`src/rtl/pong_pkg.sv`:
```
// Shared types and default geometry for the pong paddle sequencer.
// Pure declarations plus one clamp helper; no state.
package pong_pkg;

  localparam int VPOS_W = 8;

  localparam logic [VPOS_W-1:0] DEF_SPEED       = 8'd4;
  localparam logic [VPOS_W-1:0] DEF_VPOS_MIN    = 8'd0;
  localparam logic [VPOS_W-1:0] DEF_VPOS_MAX    = 8'd224;
  localparam logic [VPOS_W-1:0] DEF_VPOS_CENTER = 8'd112;

  typedef enum logic [2:0] {IDLE, LATCH, CALC1, CALC2, DONE} state_t;

  typedef enum logic [1:0] {HOLD, UP, DOWN, TRACK} step_mode_t;

  typedef struct packed {
    logic              attract_n;
    logic              analog_sel;
    logic              p1_up;
    logic              p1_down;
    logic              p2_up;
    logic              p2_down;
    logic [VPOS_W-1:0] p1_analog;
    logic [VPOS_W-1:0] p2_analog;
  } ctl_t;

  function automatic logic [VPOS_W-1:0] clamp_vpos(input logic [VPOS_W:0]   x,
                                                   input logic [VPOS_W-1:0] lo,
                                                   input logic [VPOS_W-1:0] hi);
    logic [VPOS_W-1:0] r;
    if (x < {1'b0, lo})      r = lo;
    else if (x > {1'b0, hi}) r = hi;
    else                     r = x[VPOS_W-1:0];
    return r;
  endfunction

endpackage

```
`src/rtl/paddle_step.sv`:
```
// Combinational saturating step unit: one paddle position moved by mode/target/speed.
// Zero latency; shared between both players by the sequencer.
module paddle_step import pong_pkg::*; #(
  parameter logic [VPOS_W-1:0] VPOS_MIN = DEF_VPOS_MIN,
  parameter logic [VPOS_W-1:0] VPOS_MAX = DEF_VPOS_MAX
) (
  input  logic [VPOS_W-1:0] v_i,
  input  step_mode_t        mode_i,
  input  logic [VPOS_W-1:0] target_i,
  input  logic [VPOS_W-1:0] speed_i,
  output logic [VPOS_W-1:0] v_o
);

  logic [VPOS_W:0] v9, t9, s9, diff9, step9, raw9;

  always_comb begin
    v9    = {1'b0, v_i};
    t9    = {1'b0, clamp_vpos({1'b0, target_i}, VPOS_MIN, VPOS_MAX)};
    s9    = {1'b0, speed_i};
    diff9 = (t9 > v9) ? (t9 - v9) : (v9 - t9);
    // Tracking never overshoots: the slew is capped by the remaining distance.
    step9 = (diff9 < s9) ? diff9 : s9;
    raw9  = v9;
    unique case (mode_i)
      UP:      raw9 = (v9 < (s9 + {1'b0, VPOS_MIN})) ? {1'b0, VPOS_MIN} : (v9 - s9);
      DOWN:    raw9 = v9 + s9;
      TRACK:   raw9 = (t9 > v9) ? (v9 + step9) : (v9 - step9);
      default: raw9 = v9;
    endcase
    v_o = clamp_vpos(raw9, VPOS_MIN, VPOS_MAX);
  end

endmodule

```
`src/rtl/paddle_ctrl.sv`:
```
// Per-frame paddle sequencer: strobe -> LATCH -> CALC1 (p1) -> CALC2 (p2) -> DONE; one pending strobe kept.
// PADDLE_AUTO_P2_EN lets player 2 track ball_vpos when auto_p2 is set outside attract mode.
module paddle_ctrl import pong_pkg::*; #(
  parameter logic [VPOS_W-1:0] SPEED       = DEF_SPEED,
  parameter logic [VPOS_W-1:0] VPOS_MIN    = DEF_VPOS_MIN,
  parameter logic [VPOS_W-1:0] VPOS_MAX    = DEF_VPOS_MAX,
  parameter logic [VPOS_W-1:0] VPOS_CENTER = DEF_VPOS_CENTER
) (
  input  logic              clk,
  input  logic              _reset,
  input  logic              frame_stb,
  input  logic              _attract,
  input  logic              analog_sel,
  input  logic              p1_up,
  input  logic              p1_down,
  input  logic              p2_up,
  input  logic              p2_down,
  input  logic [VPOS_W-1:0] p1_analog,
  input  logic [VPOS_W-1:0] p2_analog,
  input  logic              auto_p2,
  input  logic [VPOS_W-1:0] ball_vpos,
  output logic [VPOS_W-1:0] paddle1_vpos,
  output logic [VPOS_W-1:0] paddle2_vpos,
  output logic              busy,
  output logic              update_done
);

  state_t            state_q, state_d;
  logic              pending_q, pending_d;
  ctl_t              ctl_q, ctl_d, ctl_in;
  logic [VPOS_W-1:0] p1_q, p1_d, p2_q, p2_d;

  logic              is_p2, sel_up, sel_dn;
  logic [VPOS_W-1:0] step_v, step_target, step_next, sel_an;
  step_mode_t        step_mode;

`ifdef PADDLE_AUTO_P2_EN
  logic              auto_q;
  logic [VPOS_W-1:0] ball_q;

  always_ff @(posedge clk) begin
    if (!_reset) begin
      auto_q <= 1'b0;
      ball_q <= VPOS_CENTER;
    end else if (state_q == LATCH) begin
      auto_q <= auto_p2;
      ball_q <= ball_vpos;
    end
  end
`else
  logic unused_auto;
  assign unused_auto = ^{auto_p2, ball_vpos};
`endif

  assign ctl_in = '{attract_n: _attract, analog_sel: analog_sel,
                    p1_up: p1_up, p1_down: p1_down, p2_up: p2_up, p2_down: p2_down,
                    p1_analog: p1_analog, p2_analog: p2_analog};

  // One step unit; the state selects whose shadowed controls feed it.
  always_comb begin
    is_p2       = (state_q == CALC2);
    step_v      = is_p2 ? p2_q : p1_q;
    sel_up      = is_p2 ? ctl_q.p2_up : ctl_q.p1_up;
    sel_dn      = is_p2 ? ctl_q.p2_down : ctl_q.p1_down;
    sel_an      = is_p2 ? ctl_q.p2_analog : ctl_q.p1_analog;
    step_mode   = HOLD;
    step_target = VPOS_CENTER;
    if (!ctl_q.attract_n) begin
      step_mode = TRACK;
    end else if (ctl_q.analog_sel) begin
      step_mode   = TRACK;
      step_target = sel_an;
    end else if (sel_up && !sel_dn) begin
      step_mode = UP;
    end else if (sel_dn && !sel_up) begin
      step_mode = DOWN;
    end
`ifdef PADDLE_AUTO_P2_EN
    if (ctl_q.attract_n && is_p2 && auto_q) begin
      step_mode   = TRACK;
      step_target = ball_q;
    end
`endif
  end

  paddle_step #(
    .VPOS_MIN (VPOS_MIN),
    .VPOS_MAX (VPOS_MAX)
  ) u_step (
    .v_i      (step_v),
    .mode_i   (step_mode),
    .target_i (step_target),
    .speed_i  (SPEED),
    .v_o      (step_next)
  );

  always_comb begin
    state_d   = state_q;
    pending_d = pending_q;
    ctl_d     = ctl_q;
    p1_d      = p1_q;
    p2_d      = p2_q;
    unique case (state_q)
      IDLE: begin
        if (frame_stb || pending_q) begin
          state_d   = LATCH;
          pending_d = 1'b0;
        end
      end
      LATCH: begin
        ctl_d   = ctl_in;
        state_d = CALC1;
      end
      CALC1: begin
        p1_d    = step_next;
        state_d = CALC2;
      end
      CALC2: begin
        p2_d    = step_next;
        state_d = DONE;
      end
      DONE:    state_d = IDLE;
      default: state_d = IDLE;
    endcase
    if ((state_q != IDLE) && frame_stb) pending_d = 1'b1;
  end

  always_ff @(posedge clk) begin
    if (!_reset) begin
      state_q   <= IDLE;
      pending_q <= 1'b0;
      ctl_q     <= '0;
      p1_q      <= VPOS_CENTER;
      p2_q      <= VPOS_CENTER;
    end else begin
      state_q   <= state_d;
      pending_q <= pending_d;
      ctl_q     <= ctl_d;
      p1_q      <= p1_d;
      p2_q      <= p2_d;
    end
  end

  assign paddle1_vpos = p1_q;
  assign paddle2_vpos = p2_q;
  assign busy         = (state_q != IDLE);
  assign update_done  = (state_q == DONE);

endmodule

```
`config.mk`:
```
export PLATFORM = sky130hd
export DESIGN_NAME = paddle_ctrl
export DESIGN_NICKNAME = d
export VERILOG_FILES = /design/src/rtl/pong_pkg.sv /design/src/rtl/paddle_step.sv /design/src/rtl/paddle_ctrl.sv
export SDC_FILE = /design/constraint.sdc
export NUM_CORES = 1
export LEC_CHECK = 0
export CAP_MARGIN = 10
export CORE_ASPECT_RATIO = 0.75
export CORE_MARGIN = 4
export CORE_UTILIZATION = 50
export CTS_CLUSTER_DIAMETER = 50
export DETAILED_ROUTE_END_ITERATION = 10
export DONT_BUFFER_PORTS = 1
export PLACE_DENSITY = 0.71
export SYNTH_ARGS = -nofsm -noshare
export SYNTH_HDL_FRONTEND = slang
export SYNTH_SLANG_ARGS = --single-unit
```
`constraint.sdc`:
```
create_clock -name clk -period 7.5 [get_ports clk]
set_input_delay 1.125 -clock clk [delete_from_list [all_inputs] [get_ports clk]]
set_output_delay 1.125 -clock clk [all_outputs]
set_load 0.005 [all_outputs]
```
==> flow_metrics.py <==
metrics = {
    "setup_path": {
        "cp.required_ns": 7.71,
        "path_class": "flip-flop to flip-flop",
        "r2r_start": "state_q[2]",
        "worst_setup_path_end_kind": "flip-flop",
        "crit_arrival_ns": 7.14,
        "r2r_slack_ns": 0.58,
        "crit_fanout": 35,
        "reg2reg_depth": 24,
        "r2r_end": "paddle2_vpos[0]",
        "start_kind": "flip-flop",
    },
    "global_route": {
        "grt-ovfl-total": 0,
        "grt_usage": 0.218,
        "antenna_found_initial": 0,
        "grt_pass1_wl_mm": 16.5,
        "grt_pass1_vias": 3305,
        "grt_max_degree": 44,
    },
    "final_layout": {
        "drive_above_1_share": 0.0826,
        "nFillCells": 701,
        "nets": 547,
        "diodes": 0,
        "syn_to_final_growth_pct": 2.20,
    },
    "logic_synthesis": {
        "seq_area_frac_synth": 0.217,
        "synthTopCellsByArea": "dfxtp_1 (22%), ha_1 (8.7%), nand2_1 (7.0%)",
        "ys_ff_latch": 42,
        "synth.most_common_cell": "nand2_1",
        "ys.flop_type": "dfxtp_1",
        "syn_area_mm2": 0.00387,
        "yosysWarnings": 0,
        "synthArstFlopShare": 0,
        "yosys.area.top_type": "dfxtp_1",
        "synth_fp_nets": 559,
        "synth-edff-count": 0,
        "synth_cell_type_count": 78,
        "synth.avg_cell_area_um2": 7.82,
        "syn_inst": 495,
        "synthTopCellsByCount": "nand2_1 (72), dfxtp_1 (42), nor2_1 (37), inv_1 (28), ha_1 (27)",
        "synth_top_area_frac": 0.217,
    },
    "power_and_ir_drop": {
        "power_density_mw_per_mm2": 540,
        "power_uw": 2140,
        "peakVddDrop_mv": 0.421,
        "power.leakage_uw": 0.00164,
    },
    "sta": {
        "fmax_ghz": 0.144,
        "slew_headroom": 0.301,
        "rsz0062_at_grt": "false",
        "period_needed_ns": 6.92,
        "timing.final.ws_setup_ns": 0.577,
        "setup_viol": 0,
        "tns_ns": 0,
        "drv_slew": 0,
        "fin_worst_skew_ns": 0.0110,
        "hold_violations": 0,
        "finalCritPeriodShare": 0.923,
        "tightest_slew_ns": 1.05,
    },
    "clocking": {
        "clock_latency_ns": 0.30,
        "clkTransAtPathRegs_ns": 0.09,
        "cts.sink_count": 42,
        "cts-root-buf": "clkbuf_8",
        "postCtsSetupBuffers": 0,
        "cts_tree": "done",
        "cts-hold-fix-buffers": 0,
        "cts_max_level": 2,
        "cts_max_path_buffers": 2,
        "ctsResizeCount": 0,
        "numCtsBuffers": 5,
    },
    "worst_hold_path": {
        "whs_path_depth": 2,
        "hold_path.class": "flip-flop to flip-flop",
        "min_to": "ctl_q[14]",
        "hp-start": "ctl_q[14]",
    },
    "floorplan": {
        "fp.dieH_um": 84.2,
        "die_w_um": 110,
        "std_cell_rows": 27,
        "initial_core_util": 0.521,
        "core_mm2": 0.00743,
        "dieArea_mm2": 0.00923,
        "io_pins": 52,
    },
    "flow_run": {
        "maxCapViolCount": 0,
    },
    "place": {
        "gp_congestion": 0.958,
        "io_buffers": 0,
        "dp_slack_ns": 0.680,
        "dpl.hpwl_mm": 7.82,
    },
    "route": {
        "viasPerCell": 6.07,
        "wl_per_cell_um": 17.0,
        "drt-initial-drc-count": 214,
        "final_antenna_net_count": 0,
        "routed_wl_mm": 9.95,
        "vias": 3551,
        "drt-pass1-iter-count": 4,
        "drc": 0,
    },
    "status": {
        "outcome": "completed",
    },
}
[critical path, stage by stage (launching register included)]
cell and delay [ns]:
dfxtp_1 0.47, nand3b_4 0.22, buf_4 0.43, mux2i_1 0.50, inv_1 0.21, ha_1 0.51
nand3_1 0.14, o21bai_1 0.21, a21oi_1 0.13, o21ai_0 0.08, a21oi_1 0.57, nand4_1 0.31
o22a_1 0.26, ha_1 0.27, o2bb2a_1 0.25, fa_1 0.44, a21oi_1 0.20, o21bai_1 0.11
xnor2_1 0.17, o221ai_1 0.14, a31oi_1 0.18, o21ai_0 0.23, nor4b_2 0.40, o21bai_2 0.16
o31ai_1 0.23
[state kept, by name (all words and copies together), names as in the netlist]
name,cells
state_q,3
paddle1_vpos,8
paddle2_vpos,8
pending_q,1
ctl_q,22
[cell usage in the layout, fill, tap and decap left out, types with 11 or more instances in the layout]
cell	Yosys	final
dfxtp_1	42	41
ha_1	27	27
nor2_1	37	37
xnor2_1	11	11
a21boi_0	25	25
mux2i_1	18	18
nor3_1	13	13
inv_1	28	28
o21ai_0	22	22
a21oi_1	20	20
nand3_1	11	11
nand2_1	72	72
[report_power, final]
| group | total [uW] | internal [uW] | switching, uW | leakage, uW |
|---|---|---|---|---|
| sequential | 299 | 251 | 47.9 | 0.000342 |
| clock | 149 | 65.6 | 83.4 | 0.0000483 |
| combinational | 1690 | 691 | 997 | 0.00125 |
| total | 2140 | 1010 | 1130 | 0.00164 |
[through the flow]
step / instance area (um^2) / instances / hold WS [ns] / util
2_1_floorplan: 3870 / 495 / 0.439 / -
3_3_place_gp: 3860 / 576 / 0.452 / 0.519
3_5_place_dp: 3860 / 576 / 0.464 / 0.519
4_1_cts: 3940 / 584 / 0.477 / 0.531
5_1_grt: 3960 / 585 / 0.491 / 0.532
6_report: 3960 / 585 / 0.477 / 0.532
[layout make-up]
class | count | area [um^2] | share of cell area
Multi-Input combinational cell | 398 | 2730 | 0.690
Sequential cell | 42 | 842 | 0.213
Tap cell | 101 | 126 | 0.0319
Inverter | 28 | 105 | 0.0266
Clock buffer | 5 | 68.8 | 0.0174
Timing Repair Buffer | 8 | 63.8 | 0.0161
Clock inverter | 3 | 18.8 | 0.00474
[metal layers]
layer  part of all wire  track usage  vias up
met5                  0            0        -
met4             0.0058       0.0328        0
met3              0.080       0.0438        6
met2               0.44        0.329      104
met1               0.48        0.327     1695
li1                   -            -     1746
[logic make-up after synthesis]
group	share of synthesized area
multiplexers	0.0553
AO/OA/AOI/OAI	0.247
AND/OR/NAND/NOR	0.256
adder cells (fa/ha/maj)	0.103
XOR/XNOR	0.0430
buffers and inverters	0.0785
flip-flops	0.217
[worst max path at each step]
stage               startpoint  slack (ns)         endpoint  depth (start not counted)
floorplan           state_q[1]        1.22  paddle1_vpos[3]                         33
global placement    state_q[2]        0.89  paddle2_vpos[0]                         24
detailed placement  state_q[2]        0.68  paddle2_vpos[0]                         24
CTS                 state_q[2]        0.63  paddle2_vpos[0]                         24
global route        state_q[2]     0.00006  paddle2_vpos[0]                         24
finish              state_q[2]        0.58  paddle2_vpos[0]                         24
Power figures use the tool's default switching activity.
